File: config.mk
export PLATFORM = sky130hd
export DESIGN_NAME = multicycle_control
export DESIGN_NICKNAME = d
export VERILOG_FILES = /design/src/rtl/multicycle_control.sv
export SDC_FILE = /design/constraint.sdc
export NUM_CORES = 1
export LEC_CHECK = 0
export CAP_MARGIN = 10
export CORE_AREA = 2 2 46 48
export DETAILED_ROUTE_END_ITERATION = 12
export DIE_AREA = 0 0 48 50
export PLACE_DENSITY = 0.81
export SLEW_MARGIN = 0
export SYNTH_ARGS = -nofsm -noshare
export SYNTH_HDL_FRONTEND = slang
export SYNTH_SLANG_ARGS = --single-unit
File: constraint.sdc
create_clock -name clock -period 3.1 [get_ports clock]
set_input_delay 0.62 -clock clock [delete_from_list [all_inputs] [get_ports clock]]
set_output_delay 0.62 -clock clock [all_outputs]
set_load 0.1 [all_outputs]
File: src/rtl/multicycle_control.sv
// rtl/multicycle_control.sv - Moore control FSM for the multicycle MIPS datapath
//
// Sequences FETCH/DECODE/execute/writeback states for R-type, jr, j, jal,
// addi, slti, andi, ori, xori, lui, lw, sw, beq and bne, driving the
// datapath's write strobes and mux selects from the current state.
//
// Optional feature macro: MEM_WAIT_EN (memory handshake on mem_ready with
// an 8-bit wait counter and MEM_TIMEOUT abort).
//
// Ports:
//   clock, reset          rising-edge clock, synchronous active-high reset
//   opcode, funct         IR[31:26] and IR[5:0]
//   zero                  ALU zero flag (BRANCH)
//   mem_ready             memory done (MEM_WAIT_EN only)
//   PCWrite IorD IRWrite MemRead MemWrite MemtoReg RegWrite isJAL
//   RegDst[1:0] ALUSrcA ALUSrcB[1:0] ALUOp[2:0] PCSource[1:0]
//   state[3:0]            current state (debug)
//   instr_done            final cycle of each instruction
//   illegal               unsupported opcode seen in DECODE
//   mem_err               memory wait timeout
module multicycle_control #(
  parameter logic [5:0]  JR_FUNCT    = 6'b001000,
  parameter int unsigned MEM_TIMEOUT = 15
) (
  input  logic       clock,
  input  logic       reset,
  input  logic [5:0] opcode,
  input  logic [5:0] funct,
  input  logic       zero,
  input  logic       mem_ready,
  output logic       PCWrite,
  output logic       IorD,
  output logic       IRWrite,
  output logic       MemRead,
  output logic       MemWrite,
  output logic       MemtoReg,
  output logic       RegWrite,
  output logic       isJAL,
  output logic [1:0] RegDst,
  output logic       ALUSrcA,
  output logic [1:0] ALUSrcB,
  output logic [2:0] ALUOp,
  output logic [1:0] PCSource,
  output logic [3:0] state,
  output logic       instr_done,
  output logic       illegal,
  output logic       mem_err
);

  typedef enum logic [3:0] {
    S_FETCH    = 4'd0,
    S_DECODE   = 4'd1,
    S_MEMADDR  = 4'd2,
    S_MEMREAD  = 4'd3,
    S_MEMWB    = 4'd4,
    S_MEMWRITE = 4'd5,
    S_REXEC    = 4'd6,
    S_RWB      = 4'd7,
    S_IEXEC    = 4'd8,
    S_IWB      = 4'd9,
    S_BRANCH   = 4'd10,
    S_JUMP     = 4'd11,
    S_JAL      = 4'd12,
    S_JR       = 4'd13
  } state_e;

  localparam logic [5:0] OP_RTYPE = 6'b000000;
  localparam logic [5:0] OP_J     = 6'b000010;
  localparam logic [5:0] OP_JAL   = 6'b000011;
  localparam logic [5:0] OP_BEQ   = 6'b000100;
  localparam logic [5:0] OP_BNE   = 6'b000101;
  localparam logic [5:0] OP_ADDI  = 6'b001000;
  localparam logic [5:0] OP_SLTI  = 6'b001010;
  localparam logic [5:0] OP_ANDI  = 6'b001100;
  localparam logic [5:0] OP_ORI   = 6'b001101;
  localparam logic [5:0] OP_XORI  = 6'b001110;
  localparam logic [5:0] OP_LUI   = 6'b001111;
  localparam logic [5:0] OP_LW    = 6'b100011;
  localparam logic [5:0] OP_SW    = 6'b101011;

  state_e state_q, state_d;

`ifdef MEM_WAIT_EN
  localparam logic [7:0] TIMEOUT_LAST = 8'(MEM_TIMEOUT - 1);
  logic [7:0] wait_cnt_q, wait_cnt_d;
  logic       mem_state;
  logic       timeout;

  // Counter holds the number of cycles already spent waiting in this state.
  assign mem_state = (state_q == S_FETCH) || (state_q == S_MEMREAD) ||
                     (state_q == S_MEMWRITE);
  assign timeout   = mem_state && !mem_ready && (wait_cnt_q == TIMEOUT_LAST);

  always_comb begin
    wait_cnt_d = '0;
    if (mem_state && !mem_ready && !timeout) begin
      wait_cnt_d = wait_cnt_q + 8'd1;
    end
  end
`else
  logic unused_mem_wait;
  assign unused_mem_wait = mem_ready ^ (^8'(MEM_TIMEOUT));
`endif

  always_ff @(posedge clock) begin
    if (reset) begin
      state_q <= S_FETCH;
`ifdef MEM_WAIT_EN
      wait_cnt_q <= '0;
`endif
    end else begin
      state_q <= state_d;
`ifdef MEM_WAIT_EN
      wait_cnt_q <= wait_cnt_d;
`endif
    end
  end

  assign state = state_q;

  always_comb begin
    state_d    = state_q;
    PCWrite    = 1'b0;
    IorD       = 1'b0;
    IRWrite    = 1'b0;
    MemRead    = 1'b0;
    MemWrite   = 1'b0;
    MemtoReg   = 1'b0;
    RegWrite   = 1'b0;
    isJAL      = 1'b0;
    RegDst     = 2'b00;
    ALUSrcA    = 1'b0;
    ALUSrcB    = 2'b00;
    ALUOp      = 3'b000;
    PCSource   = 2'b00;
    instr_done = 1'b0;
    illegal    = 1'b0;
    mem_err    = 1'b0;

    case (state_q)
      S_FETCH: begin
        MemRead = 1'b1;
        ALUSrcB = 2'b01;
`ifdef MEM_WAIT_EN
        if (mem_ready) begin
          IRWrite = 1'b1;
          PCWrite = 1'b1;
          state_d = S_DECODE;
        end else if (timeout) begin
          mem_err    = 1'b1;
          instr_done = 1'b1;
          state_d    = S_FETCH;
        end
`else
        IRWrite = 1'b1;
        PCWrite = 1'b1;
        state_d = S_DECODE;
`endif
      end
      S_DECODE: begin
        // Speculatively form the branch target into ALUOut.
        ALUSrcB = 2'b11;
        case (opcode)
          OP_LW, OP_SW:   state_d = S_MEMADDR;
          OP_RTYPE:       state_d = (funct == JR_FUNCT) ? S_JR : S_REXEC;
          OP_ADDI, OP_SLTI, OP_ANDI, OP_ORI, OP_XORI, OP_LUI:
                          state_d = S_IEXEC;
          OP_BEQ, OP_BNE: state_d = S_BRANCH;
          OP_J:           state_d = S_JUMP;
          OP_JAL:         state_d = S_JAL;
          default: begin
            illegal    = 1'b1;
            instr_done = 1'b1;
            state_d    = S_FETCH;
          end
        endcase
      end
      S_MEMADDR: begin
        ALUSrcA = 1'b1;
        ALUSrcB = 2'b10;
        state_d = (opcode == OP_LW) ? S_MEMREAD : S_MEMWRITE;
      end
      S_MEMREAD: begin
        MemRead = 1'b1;
        IorD    = 1'b1;
`ifdef MEM_WAIT_EN
        if (mem_ready) begin
          state_d = S_MEMWB;
        end else if (timeout) begin
          mem_err    = 1'b1;
          instr_done = 1'b1;
          state_d    = S_FETCH;
        end
`else
        state_d = S_MEMWB;
`endif
      end
      S_MEMWB: begin
        RegWrite   = 1'b1;
        MemtoReg   = 1'b1;
        instr_done = 1'b1;
        state_d    = S_FETCH;
      end
      S_MEMWRITE: begin
        MemWrite = 1'b1;
        IorD     = 1'b1;
`ifdef MEM_WAIT_EN
        if (mem_ready) begin
          instr_done = 1'b1;
          state_d    = S_FETCH;
        end else if (timeout) begin
          mem_err    = 1'b1;
          instr_done = 1'b1;
          state_d    = S_FETCH;
        end
`else
        instr_done = 1'b1;
        state_d    = S_FETCH;
`endif
      end
      S_REXEC: begin
        ALUSrcA = 1'b1;
        ALUOp   = 3'b010;
        state_d = S_RWB;
      end
      S_RWB: begin
        RegWrite   = 1'b1;
        RegDst     = 2'b01;
        instr_done = 1'b1;
        state_d    = S_FETCH;
      end
      S_IEXEC: begin
        ALUSrcA = 1'b1;
        ALUSrcB = 2'b10;
        case (opcode)
          OP_SLTI: ALUOp = 3'b011;
          OP_ANDI: ALUOp = 3'b100;
          OP_ORI:  ALUOp = 3'b101;
          OP_XORI: ALUOp = 3'b110;
          OP_LUI:  ALUOp = 3'b111;
          default: ALUOp = 3'b000;
        endcase
        state_d = S_IWB;
      end
      S_IWB: begin
        RegWrite   = 1'b1;
        instr_done = 1'b1;
        state_d    = S_FETCH;
      end
      S_BRANCH: begin
        ALUSrcA    = 1'b1;
        ALUOp      = 3'b001;
        PCSource   = 2'b01;
        PCWrite    = (opcode == OP_BNE) ? ~zero : zero;
        instr_done = 1'b1;
        state_d    = S_FETCH;
      end
      S_JUMP: begin
        PCSource   = 2'b10;
        PCWrite    = 1'b1;
        instr_done = 1'b1;
        state_d    = S_FETCH;
      end
      S_JAL: begin
        // PC still holds PC+4 this cycle, so it is the link value.
        PCSource   = 2'b10;
        PCWrite    = 1'b1;
        RegWrite   = 1'b1;
        RegDst     = 2'b10;
        isJAL      = 1'b1;
        instr_done = 1'b1;
        state_d    = S_FETCH;
      end
      S_JR: begin
        PCSource   = 2'b11;
        PCWrite    = 1'b1;
        instr_done = 1'b1;
        state_d    = S_FETCH;
      end
      default: state_d = S_FETCH;
    endcase

    // An instruction interrupted by reset must not write anything.
    if (reset) begin
      {PCWrite, IorD, IRWrite, MemRead, MemWrite, MemtoReg, RegWrite, isJAL} = '0;
      {RegDst, ALUSrcA, ALUSrcB, ALUOp, PCSource} = '0;
      {instr_done, illegal, mem_err} = '0;
    end
  end

endmodule
==> impl_metrics.json <==
{
  "diodes": 0,
  "nFillCells": 122,
  "yosysWarnings": 0,
  "vias_per_cell": 5.88,
  "crit_family": "simple AND/OR/NAND/NOR gates",
  "seqCellArea_um2": 92.6,
  "drt_first_pass_iters": 4,
  "track_usage_pct": 24.8,
  "slew_viol_final": 0,
  "wl_met1_um": 978,
  "drc_errors": 0,
  "synth_top_family_by_area": "simple AND/OR/NAND/NOR gates",
  "cts_tree": "yes",
  "wl_met2_um": 1510,
  "p_switching_mw": 0.170,
  "fin_crit_ps": 3030,
  "finClkSkew_ps": 3.39,
  "leakage_nw": 0.556,
  "worst_slew_pin_slew_ps": 511,
  "start_util_pct": 39.1,
  "fin_worst_hold_slack_ps": 706,
  "clk_latency_ps": 240,
  "area_growth_pct": 110,
  "yosys.area_share.simple_pct": 49.8,
  "ys_ff_latch": 4,
  "cp.arrival_ps": 2410,
  "yosys.area.top_type": "dfxtp_1",
  "layout_common_cells": "buf_12 (20), clkdlybuf4s50_1 (14), nor2_1 (12), buf_4 (12)",
  "reg2reg_to": "state[3]",
  "numCtsBuffers": 3,
  "coreArea_mm2": 0.00190,
  "critPathKind": "primary input to output pin",
  "max_freq_ghz": 0.330,
  "routed_wl_um": 2770,
  "nets": 172,
  "top_layer_used": "met4",
  "pwr-share-seq_pct": 17.8,
  "drtIter0Drc": 54,
  "outcome": "finished clean",
  "root_buffer": "clkbuf_4",
  "grt_antenna_before_repair": 0,
  "finalHoldViolCount": 0,
  "hpwlAfterDp_um": 2170,
  "syn_inst": 117,
  "place_congestion": 0.935,
  "grt_max_degree": 24,
  "dieWidth_um": 48,
  "path_max_fanout": 5,
  "first_global_vias": 1005,
  "ff2ff_path_depth": 4,
  "ctsHtreeMaxLevel": 1,
  "dieArea_mm2": 0.00240,
  "yosys.cell_types.count": 39,
  "p_int_mw": 0.182,
  "min_from": "state[1]",
  "layout-drive-gt1-share_pct": 40.0,
  "syn_avg_cell_area_um2": 6.35,
  "netSwitchingFraction_pct": 48.2,
  "path_buf_inv": 2,
  "netlist_area_um2": 743,
  "max_slew_margin_pct": 65.7,
  "syn-num-nets": 133,
  "synth_compound_area_share_pct": 26.9,
  "hold_end": "state[0]",
  "worst_setup_path_end_kind": "output pin",
  "clkPwrFrac_pct": 20.1,
  "synth_area_leaders": "dfxtp_1 (11%), nand2b_1 (7.6%), nor2_1 (7.1%)",
  "synthMuxAreaShare_pct": 2.69,
  "setup_violations": 0,
  "r2r_slack_ps": 1240,
  "place_area_mm2": 0.00153,
  "irDropWorstVdd_uv": 280,
  "start_kind": "primary input",
  "yosysSeqAreaShare_pct": 10.8,
  "crit_required_ps": 2480,
  "max-clock-path-buffers": 2,
  "clock-sinks": 4,
  "ios": 41,
  "port_buffers": 38,
  "crit_chain": "clkdlybuf4s50_1, or2_2, nor4_2, mux2i_1, a31o_1, buf_12",
  "slowest_stage": "clkdlybuf4s50_1",
  "min_path_type": "flip-flop to flip-flop",
  "cpPeakStageDelay_ps": 470,
  "r2r-start": "state[0]",
  "finish.instance_area_mm2": 0.00156,
  "fp.dieH_um": 50,
  "grt_pass1_wl_um": 4400,
  "hold_path_depth": 3,
  "synth_top_cell_area_share_pct": 10.8,
  "power-per-cell-area_mw_per_mm2": 225,
  "clk_pin_slew_ps": 40,
  "comb_power_share_pct": 62.1,
  "ant_nets": 0,
  "drv_cap": 0,
  "rsz0062_at_grt": "false",
  "fin_crit_sh_pct": 97.6,
  "hold_buffers": 0,
  "synthXorXnorAreaFrac_pct": 0,
  "synthAdderAreaFrac_pct": 0,
  "grt.overflow.total": 0,
  "wl_met3_um": 226,
  "final_common_cell": "buf_12",
  "routedWlPerCell_um": 15.2,
  "vias": 1070,
  "fp-row-count": 16,
  "multi_input_area_um2": 764,
  "largest_reg_flops": 4
}
power groups by stage:
stage	clock, mW	combinational (mW)	sequential, mW
after global routing	0.0788	0.227	0.0640
final	0.0706	0.219	0.0628
after detailed placement	0	0.216	0.0637
after global placement	0	0.211	0.0633
after floorplan	0	0.136	0.0673
after CTS	0.0736	0.217	0.0627
through the flow:
step           std cells  worst slack [ps]  util, %  TNS (ps)  total power [mW]
2_1_floorplan        117             -29.0        -     -29.0             0.203
3_3_place_gp         178              88.4     80.5         0             0.275
3_5_place_dp         178              69.1     80.5         0             0.279
4_1_cts              182              28.8     81.8         0             0.354
5_1_grt              182              37.5     82.2         0             0.369
6_report             182              73.3     82.2         0             0.352
final cells by class:
| cell class | instances | area share [%] |
|---|---|---|
| Clock buffer | 4 | 1.68 |
| Multi-Input combinational cell | 97 | 48.9 |
| Timing Repair Buffer | 46 | 40.4 |
| Tap cell | 27 | 2.16 |
| Sequential cell | 4 | 5.92 |
| Inverter | 4 | 0.961 |
cell families after synthesis:
logic type / count (synthesis)
AND/OR/NAND/NOR: 65
flip-flops: 4
AO/OA/AOI/OAI: 29
multiplexers: 2
other: 1
buffers and inverters: 16
cell usage after synthesis:
cell type / count
a211oi_1: 1
a31o_1: 1
a2111o_1: 1
o21bai_1: 2
a221oi_1: 1
o31ai_1: 1
a31oi_1: 2
nor3_1: 6
buf_4: 1
a311oi_1: 2
o41ai_1: 1
o21ai_1: 2
nand3_1: 3
nand3b_1: 2
dfxtp_1: 4
a21oi_1: 10
and3b_1: 1
or4_4: 1
nand2_1: 7
nor2b_1: 4
mux2i_1: 2
o22ai_1: 1
nor4_1: 2
and3_1: 1
buf_2: 4
or2b_1: 2
nor3b_1: 3
nor2_1: 14
nand2b_1: 9
conb_1: 1
clkbuf_1: 7
nor4b_1: 3
nand4_1: 1
inv_1: 4
or2_2: 3
o21ba_1: 1
a2111oi_0: 3
or3_1: 2
or4b_1: 1
repair_timing:
| item | CTS | global route |
|---|---|---|
| setup endpoints to repair | 0 | 1 |
| gates resized for setup | 0 | 1 |
| setup buffers | 0 | 0 |
per-layer routing:
layer,track usage (%),vias to the layer above
met1,28.6,482
met4,7.21,0
met2,45.3,77
li1,-,501
met5,0,-
met3,2.20,10
worst reg2reg max path: stages (launching register included):
cell and delay [ps]:
dfxtp_2 630, nor2b_1 470, nand3_1 130, a2111oi_0 400
o21ba_1 170
worst max path at each step:
stage                          from         end  depth (start not counted)
after CTS                 opcode[5]     PCWrite                          6
after detailed placement  opcode[1]  instr_done                          6
after global placement    opcode[5]     PCWrite                          6
after floorplan               reset  instr_done                          5
final                     opcode[5]     PCWrite                          6
after global routing      opcode[1]  instr_done                          6
Power figures use the tool's default switching activity.
